<file path="config.mk">
export PLATFORM = sky130hd
export DESIGN_NAME = fm_pingpong_ctrl
export DESIGN_NICKNAME = d
export VERILOG_FILES = /design/src/rtl/fm_pingpong_ctrl.sv
export SDC_FILE = /design/constraint.sdc
export NUM_CORES = 1
export LEC_CHECK = 0
export BUFFER_PORTS_ARGS = -buffer_cell sky130_fd_sc_hd__buf_2
export CORE_MARGIN = 2
export CORE_UTILIZATION = 51
export CTS_CLUSTER_DIAMETER = 200
export DETAILED_ROUTE_END_ITERATION = 6
export GPL_TIMING_DRIVEN = 0
export PLACE_DENSITY = 0.79
export SYNTH_ARGS = -nofsm -noshare
export SYNTH_HDL_FRONTEND = slang
export SYNTH_SLANG_ARGS = --single-unit
export TNS_END_PERCENT = 1
</file>
<file path="constraint.sdc">
create_clock -name clk -period 3.1 [get_ports clk]
set_clock_uncertainty 0.1 [all_clocks]
set_input_delay 0.62 -clock clk [delete_from_list [all_inputs] [get_ports clk]]
set_output_delay 0.62 -clock clk [all_outputs]
set_load 0.02 [all_outputs]
</file>
<file path="src/rtl/fm_pingpong_ctrl.sv">
// Ping-pong scheduler for the two-buffer fragment memory, plus its small output FIFO.
// Latency: first base_valid 2 cycles after a buffer goes FULL; then 1 base/cycle.
// Backpressure: frag_ready drops when the write buffer is busy; reads are credit-limited by a 2-entry FIFO.

module fm_fifo #(
  parameter int W     = 3,
  parameter int DEPTH = 2,
  parameter int AW    = $clog2(DEPTH)
) (
  input  logic          clk,
  input  logic          rst,
  input  logic          push_vld,
  input  logic [W-1:0]  push_dat,
  input  logic          pop_rdy,
  output logic          pop_vld,
  output logic [W-1:0]  pop_dat,
  output logic [AW:0]   count
);

  logic [W-1:0]  mem [DEPTH];
  logic [AW-1:0] wr_ptr;
  logic [AW-1:0] rd_ptr;
  logic          pop;

  assign pop_vld = (count != '0);
  assign pop     = pop_vld && pop_rdy;
  assign pop_dat = mem[rd_ptr];

  always_ff @(posedge clk or posedge rst) begin
    if (rst) begin
      for (int i = 0; i < DEPTH; i++) mem[i] <= '0;
      wr_ptr <= '0;
      rd_ptr <= '0;
      count  <= '0;
    end else begin
      if (push_vld) begin
        mem[wr_ptr] <= push_dat;
        wr_ptr      <= wr_ptr + AW'(1);
      end
      if (pop) rd_ptr <= rd_ptr + AW'(1);
      count <= count + (AW+1)'(push_vld) - (AW+1)'(pop);
    end
  end

endmodule

module fm_pingpong_ctrl #(
  parameter int BASE_LEN  = 2,
  parameter int FRAG_LEN  = 8,
  parameter int FRAG_BITS = BASE_LEN * FRAG_LEN,
  parameter int BUF_SIZE  = 32,
  parameter int IDX_LEN   = $clog2(BUF_SIZE),
  parameter int SLOTS     = BUF_SIZE / FRAG_LEN
) (
  input  logic                     clk,
  input  logic                     rst,
  input  logic                     frag_valid,
  input  logic [FRAG_BITS-1:0]     frag_data,
  input  logic                     frag_last,
  output logic                     frag_ready,
  output logic                     ram_wr_en,
  output logic                     ram_wr_buf,
  output logic [$clog2(SLOTS)-1:0] ram_wr_slot,
  output logic [FRAG_BITS-1:0]     ram_wr_data,
  output logic                     ram_rd_en,
  output logic                     ram_rd_buf,
  output logic [IDX_LEN-1:0]       ram_rd_idx,
  input  logic [BASE_LEN-1:0]      ram_rd_data,
  output logic                     base_valid,
  output logic [BASE_LEN-1:0]      base_data,
  output logic                     base_last,
  input  logic                     base_ready,
  output logic [1:0]               buf_full
);

  localparam int SLOT_W  = $clog2(SLOTS);
  localparam int FRAG_SH = $clog2(FRAG_LEN);

  typedef enum logic [1:0] {S_EMPTY, S_FILLING, S_FULL, S_DRAINING} buf_state_t;

  buf_state_t         state [2];
  logic [IDX_LEN:0]   fill  [2];
  logic [1:0]         seq_end;
  logic               wr_sel;
  logic               rd_sel;
  logic [IDX_LEN-1:0] rd_idx;
  logic               rd_inflight;
  logic               rd_inflight_last;

  logic               wr_acc;
  logic               wr_close;
  logic               rd_avail;
  logic               rd_issue;
  logic               rd_end;
  logic               fifo_pop;
  logic [1:0]         fifo_cnt;
  logic [2:0]         credit_occ;
  logic [BASE_LEN:0]  fifo_out;

  // Write side: the write buffer accepts until it is handed to the reader.
  assign frag_ready  = (state[wr_sel] == S_EMPTY) || (state[wr_sel] == S_FILLING);
  assign wr_acc      = frag_valid && frag_ready;
  assign ram_wr_en   = wr_acc;
  assign ram_wr_buf  = wr_sel;
  assign ram_wr_slot = fill[wr_sel][IDX_LEN-1:FRAG_SH];
  assign ram_wr_data = frag_data;
  assign wr_close    = (ram_wr_slot == SLOT_W'(SLOTS-1)) || frag_last;

  // Read side: count FIFO entries plus the read still in the RAM pipe.
  assign fifo_pop   = base_valid && base_ready;
  assign credit_occ = {1'b0, fifo_cnt} + {2'b00, rd_inflight} - {2'b00, fifo_pop};
  assign rd_avail   = (state[rd_sel] == S_FULL) || (state[rd_sel] == S_DRAINING);
  assign rd_issue   = rd_avail && (credit_occ < 3'd2);
  assign rd_end     = rd_issue && ({1'b0, rd_idx} == (fill[rd_sel] - (IDX_LEN+1)'(1)));
  assign ram_rd_en  = rd_issue;
  assign ram_rd_buf = rd_sel;
  assign ram_rd_idx = rd_idx;

  assign buf_full[0] = (state[0] == S_FULL) || (state[0] == S_DRAINING);
  assign buf_full[1] = (state[1] == S_FULL) || (state[1] == S_DRAINING);

  always_ff @(posedge clk or posedge rst) begin
    if (rst) begin
      for (int b = 0; b < 2; b++) begin
        state[b] <= S_EMPTY;
        fill[b]  <= '0;
      end
      seq_end          <= '0;
      wr_sel           <= 1'b0;
      rd_sel           <= 1'b0;
      rd_idx           <= '0;
      rd_inflight      <= 1'b0;
      rd_inflight_last <= 1'b0;
    end else begin
      rd_inflight      <= rd_issue;
      rd_inflight_last <= rd_end && seq_end[rd_sel];

      // Write and read never target the same buffer: their state guards are disjoint.
      if (wr_acc) begin
        fill[wr_sel] <= fill[wr_sel] + (IDX_LEN+1)'(FRAG_LEN);
        if (wr_close) begin
          state[wr_sel]   <= S_FULL;
          seq_end[wr_sel] <= frag_last;
          wr_sel          <= ~wr_sel;
        end else begin
          state[wr_sel] <= S_FILLING;
        end
      end

      if (rd_issue) begin
        if (rd_end) begin
          state[rd_sel] <= S_EMPTY;
          fill[rd_sel]  <= '0;
          rd_idx        <= '0;
          rd_sel        <= ~rd_sel;
        end else begin
          state[rd_sel] <= S_DRAINING;
          rd_idx        <= rd_idx + IDX_LEN'(1);
        end
      end
    end
  end

  fm_fifo #(.W(BASE_LEN+1), .DEPTH(2)) u_out_fifo (
    .clk      (clk),
    .rst      (rst),
    .push_vld (rd_inflight),
    .push_dat ({rd_inflight_last, ram_rd_data}),
    .pop_rdy  (base_ready),
    .pop_vld  (base_valid),
    .pop_dat  (fifo_out),
    .count    (fifo_cnt)
  );

  assign base_data = fifo_out[BASE_LEN-1:0];
  assign base_last = fifo_out[BASE_LEN];

endmodule

</file>
==> impl_metrics.env <==
export IMPL_outcome="complete, no violations"
export IMPL_route_detailed_vias_per_inst=5.14
export IMPL_synth_ff_latch_count=35
export IMPL_synth_sequential_area_ratio=0.459
export IMPL_crit_slowest_cell="sky130_fd_sc_hd__fa_2"
export IMPL_slew_headroom=0.523
export IMPL_required_ns=2.38
export IMPL_clockPowerShare=0.188
export IMPL_cts_htree_levels=2
export IMPL_post_synth_top_area_fraction=0.459
export IMPL_synthXorXnorAreaFrac=0.0689
export IMPL_total_instance_count_after_detailed_placement=266
export IMPL_total_leakage_power_nw=1.19
export IMPL_timing_worst_setup_path_type="reg -> out"
export IMPL_seqCellArea_um2=876
export IMPL_combinational_family_with_the_most_area_after_synthesis="simple AND/OR/NAND/NOR gates"
export IMPL_height_of_the_die_um=65.2
export IMPL_holdWs_ns=0.347
export IMPL_internal_power_mw=1.37
export IMPL_worstPathArrival_ns=2.34
export IMPL_crit_path_max_fanout=2
export IMPL_max_clock_freq_mhz=327
export IMPL_rsz0062_at_grt="true"
export IMPL_num_vias=1443
export IMPL_final_hold_viol_count=0
export IMPL_instances_no_fill=281
export IMPL_grt_antenna_before_repair=0
export IMPL_cts_made_buffers=5
export IMPL_drt_wirelength_per_cell_um=13.3
export IMPL_area_fraction_in_and_or_nand_and_nor_cells_after_synthesis=0.144
export IMPL_grt_first_pass_wirelength_mm=6.09
export IMPL_finalWorstPathRequiredPeriod_ns=3.06
export IMPL_antenna_left=0
export IMPL_drv_slew=0
export IMPL_fraction_of_the_core_area_covered_by_cells_at_the_end_of_the_flow=0.658
export IMPL_die_w_um=65.2
export IMPL_top_usage_layer="met2"
export IMPL_use_met3=0.0565
export IMPL_post_synth_fa_ha_maj_area_fraction=0.0433
export IMPL_synth_mux_area_fraction=0.118
export IMPL_clk_latency_ns=0.28
export IMPL_globalRouteMet2Util=0.319
export IMPL_number_of_core_rows=22
export IMPL_totalWireLength_mm=3.73
export IMPL_cts_tree="built"
export IMPL_synth_cells=178
export IMPL_cts_root_buf="sky130_fd_sc_hd__clkbuf_8"
export IMPL_port_buffers=40
export IMPL_drt_initial_drc_count=75
export IMPL_firstDrtPassIters=4
export IMPL_post_synth_cell_area_avg_um2=10.7
export IMPL_post_synth_instance_area_um2=1910
export IMPL_synth_compound_area_share=0.0728
export IMPL_placement_cell_area_um2=2170
export IMPL_worst_slew_pin_slew_ns=0.714
export IMPL_hold_path_class="in -> async"
export IMPL_ctsHoldBuffers=0
export IMPL_synth_fp_nets=207
export IMPL_finalCritPeriodShare=0.986
export IMPL_share_comb_of_total_power=0.488
export IMPL_num_fill_cells=296
export IMPL_nature_of_the_critical_path_endpoint="output pin"
export IMPL_clock_tree_buffer_depth=2
export IMPL_core_area_um2=3630
export IMPL_pwr_share_seq=0.324
export IMPL_max_cap_violations=0
export IMPL_overall_die_area_um2=4250
export IMPL_post_route_cell_area_um2=2390
export IMPL_routabilityCongestion=0.752
export IMPL_detailedPlace_worstSlack_ns=-0.0181
export IMPL_multi_input_area_um2=897
export IMPL_setup_viol=0
export IMPL_synth_cell_types=32
export IMPL_worst_path_largest_cell_delay_ns=0.54
export IMPL_post_synth_main_area_contributors="sky130_fd_sc_hd__dfrtp_1 (46%), sky130_fd_sc_hd__mux2_2 (7.1%), sky130_fd_sc_hd__buf_4 (6.3%)"
export IMPL_power_density_cell_area_nw_per_um2=935
export IMPL_switching_share=0.388
export IMPL_final_net_count=261
export IMPL_clkSlewWorstSetupHoldPaths_ns=0.07
export IMPL_globalRoute_totalOverflow=0
export IMPL_antennaDiodeCount=0
export IMPL_detail_route_drc_violations=0
export IMPL_initial_core_util=0.525
export IMPL_rr_endpoint="state[3]"
export IMPL_maximum_number_of_pins_on_one_net_before_global_route_repair=36
export IMPL_clock_sink_count=35
export IMPL_synth_area_leader_cell="sky130_fd_sc_hd__dfrtp_1"
export IMPL_io_pin_count=57
export IMPL_drive_above_1_share=0.429
export IMPL_crit_path_cell_trace="or2_4 > and2_4 > ha_4 > inv_4 > ha_4 > inv_2 > fa_2 > nand3_2 > inv_2 > buf_6"
export IMPL_crit_reg2reg_launch="ram_rd_buf"
export IMPL_grt_met1_usage=0.230
export IMPL_timing_final_ws_setup_ns=0.0424
export IMPL_number_of_global_route_vias_before_repair=1367
export IMPL_track_usage=0.188
export IMPL_startpoint_type="register"
export IMPL_worst_ir_drop_vdd_mv=0.371
export IMPL_rrSetupSlack_ns=0.30
export IMPL_dp_final_hpwl_mm=2.51
export IMPL_setup_tns_ns=0
export IMPL_net_switching_power_mw=0.868
export IMPL_yosysWarningCount=0
export IMPL_worst_reg2reg_path_depth=11
export IMPL_flow_area_growth_from_synthesis_pct=25.4
export IMPL_post_layout_total_power_mw=2.24
cell usage in the layout, fill, tap and decap left out, types with 2 or more instances in the layout:
master,instances
sky130_fd_sc_hd__clkbuf_8,6
sky130_fd_sc_hd__clkbuf_1,4
sky130_fd_sc_hd__a22o_1,2
sky130_fd_sc_hd__nor2_1,7
sky130_fd_sc_hd__mux2_2,12
sky130_fd_sc_hd__a21o_1,2
sky130_fd_sc_hd__nor3_1,6
sky130_fd_sc_hd__nor4b_1,2
sky130_fd_sc_hd__ha_4,2
sky130_fd_sc_hd__nor3b_1,2
sky130_fd_sc_hd__o21ai_0,10
sky130_fd_sc_hd__nand2_1,11
sky130_fd_sc_hd__a21oi_1,4
sky130_fd_sc_hd__inv_1,4
sky130_fd_sc_hd__inv_2,3
sky130_fd_sc_hd__nor2b_1,7
sky130_fd_sc_hd__nand3_1,3
sky130_fd_sc_hd__buf_4,23
sky130_fd_sc_hd__ha_1,3
sky130_fd_sc_hd__mux2i_1,9
sky130_fd_sc_hd__and3_1,3
sky130_fd_sc_hd__xor2_1,5
sky130_fd_sc_hd__dfrtp_1,35
sky130_fd_sc_hd__buf_2,42
sky130_fd_sc_hd__xnor2_1,9
worst max-delay path by stage:
stage	endpoint	from	slack (ns)	depth (start not counted)
global route	ram_rd_en	u_out_fifo.count[0]	-0.04	10
detailed placement	ram_rd_en	u_out_fifo.count[1]	-0.02	11
global placement	ram_rd_en	u_out_fifo.count[1]	0.01	11
finish	ram_rd_en	u_out_fifo.count[0]	0.04	10
floorplan	ram_rd_en	u_out_fifo.count[1]	0.12	10
CTS	ram_rd_en	u_out_fifo.count[0]	0.0008	10
state kept, by name, indices dropped and copies added (netlist names):
register,cells
fill,12
rd_inflight,1
ram_wr_buf,1
seq_end,2
u_out_fifo.wr_ptr,1
ram_rd_buf,1
u_out_fifo.mem,6
u_out_fifo.count,2
u_out_fifo.rd_ptr,1
rd_inflight_last,1
state,2
ram_rd_idx,5
power groups by stage:
stage,Sequential [mW],Combinational (mW),Clock (mW)
6_report,0.724,1.09,0.421
5_1_grt,0.744,1.20,0.457
4_1_cts,0.724,1.03,0.431
3_5_place_dp,0.734,0.891,0
3_3_place_gp,0.729,0.875,0
2_1_floorplan,0.739,0.659,0
final cells by class:
class / instances / area share
clock inverters: 2 / 0.0146
plain buffers: 23 / 0.0628
clock buffers: 6 / 0.0345
multi-input cells: 112 / 0.375
flip-flops and latches: 35 / 0.366
inverters: 8 / 0.0136
repair buffers: 47 / 0.108
well taps: 48 / 0.0251
cell usage after synthesis, drive strengths merged:
cell,count
dfrtp,35
buf,19
mux2,12
nand2,11
o21ai,10
xnor2,10
mux2i,9
inv,8
nor2,7
nor2b,7
nor3,6
ha,5
xor2,5
a21oi,4
clkbuf,4
nand3,4
and3,3
nor3b,3
a21o,2
a22o,2
and2,2
nor4b,2
a211oi,1
fa,1
nor4,1
o21a,1
o221ai,1
or2,1
or3,1
or4,1
critical path, delay by kind of cell (launching register included):
| family | cells | cell delay (ns) |
|---|---|---|
| AND/OR/NAND/NOR | 3 | 0.48 |
| adder cells (fa/ha/maj) | 3 | 0.89 |
| flip-flops | 1 | 0.38 |
| buffers and inverters | 4 | 0.28 |
cell families after synthesis:
logic type	count (synthesis)
AOI/OAI and AO/OA	21
xor gates and xnor gates	15
adders and majority gates	6
buffers and inverters	31
DFF	35
muxes	21
and+or+nand+nor	49
what timing repair did:
action / CTS / global route
pin swaps: 5 / 3
gates resized for setup: 12 / 2
buffers inserted: 3 / 4
setup endpoints to repair: 1 / 8
per-layer routing:
layer | vias to the layer above | wire [µm]
met5 | - | 0
met4 | 0 | 20
met3 | 4 | 211
met2 | 42 | 1890
met1 | 703 | 1610
li1 | 694 | -
No activity file was read; power rests on OpenSTA's default activity.
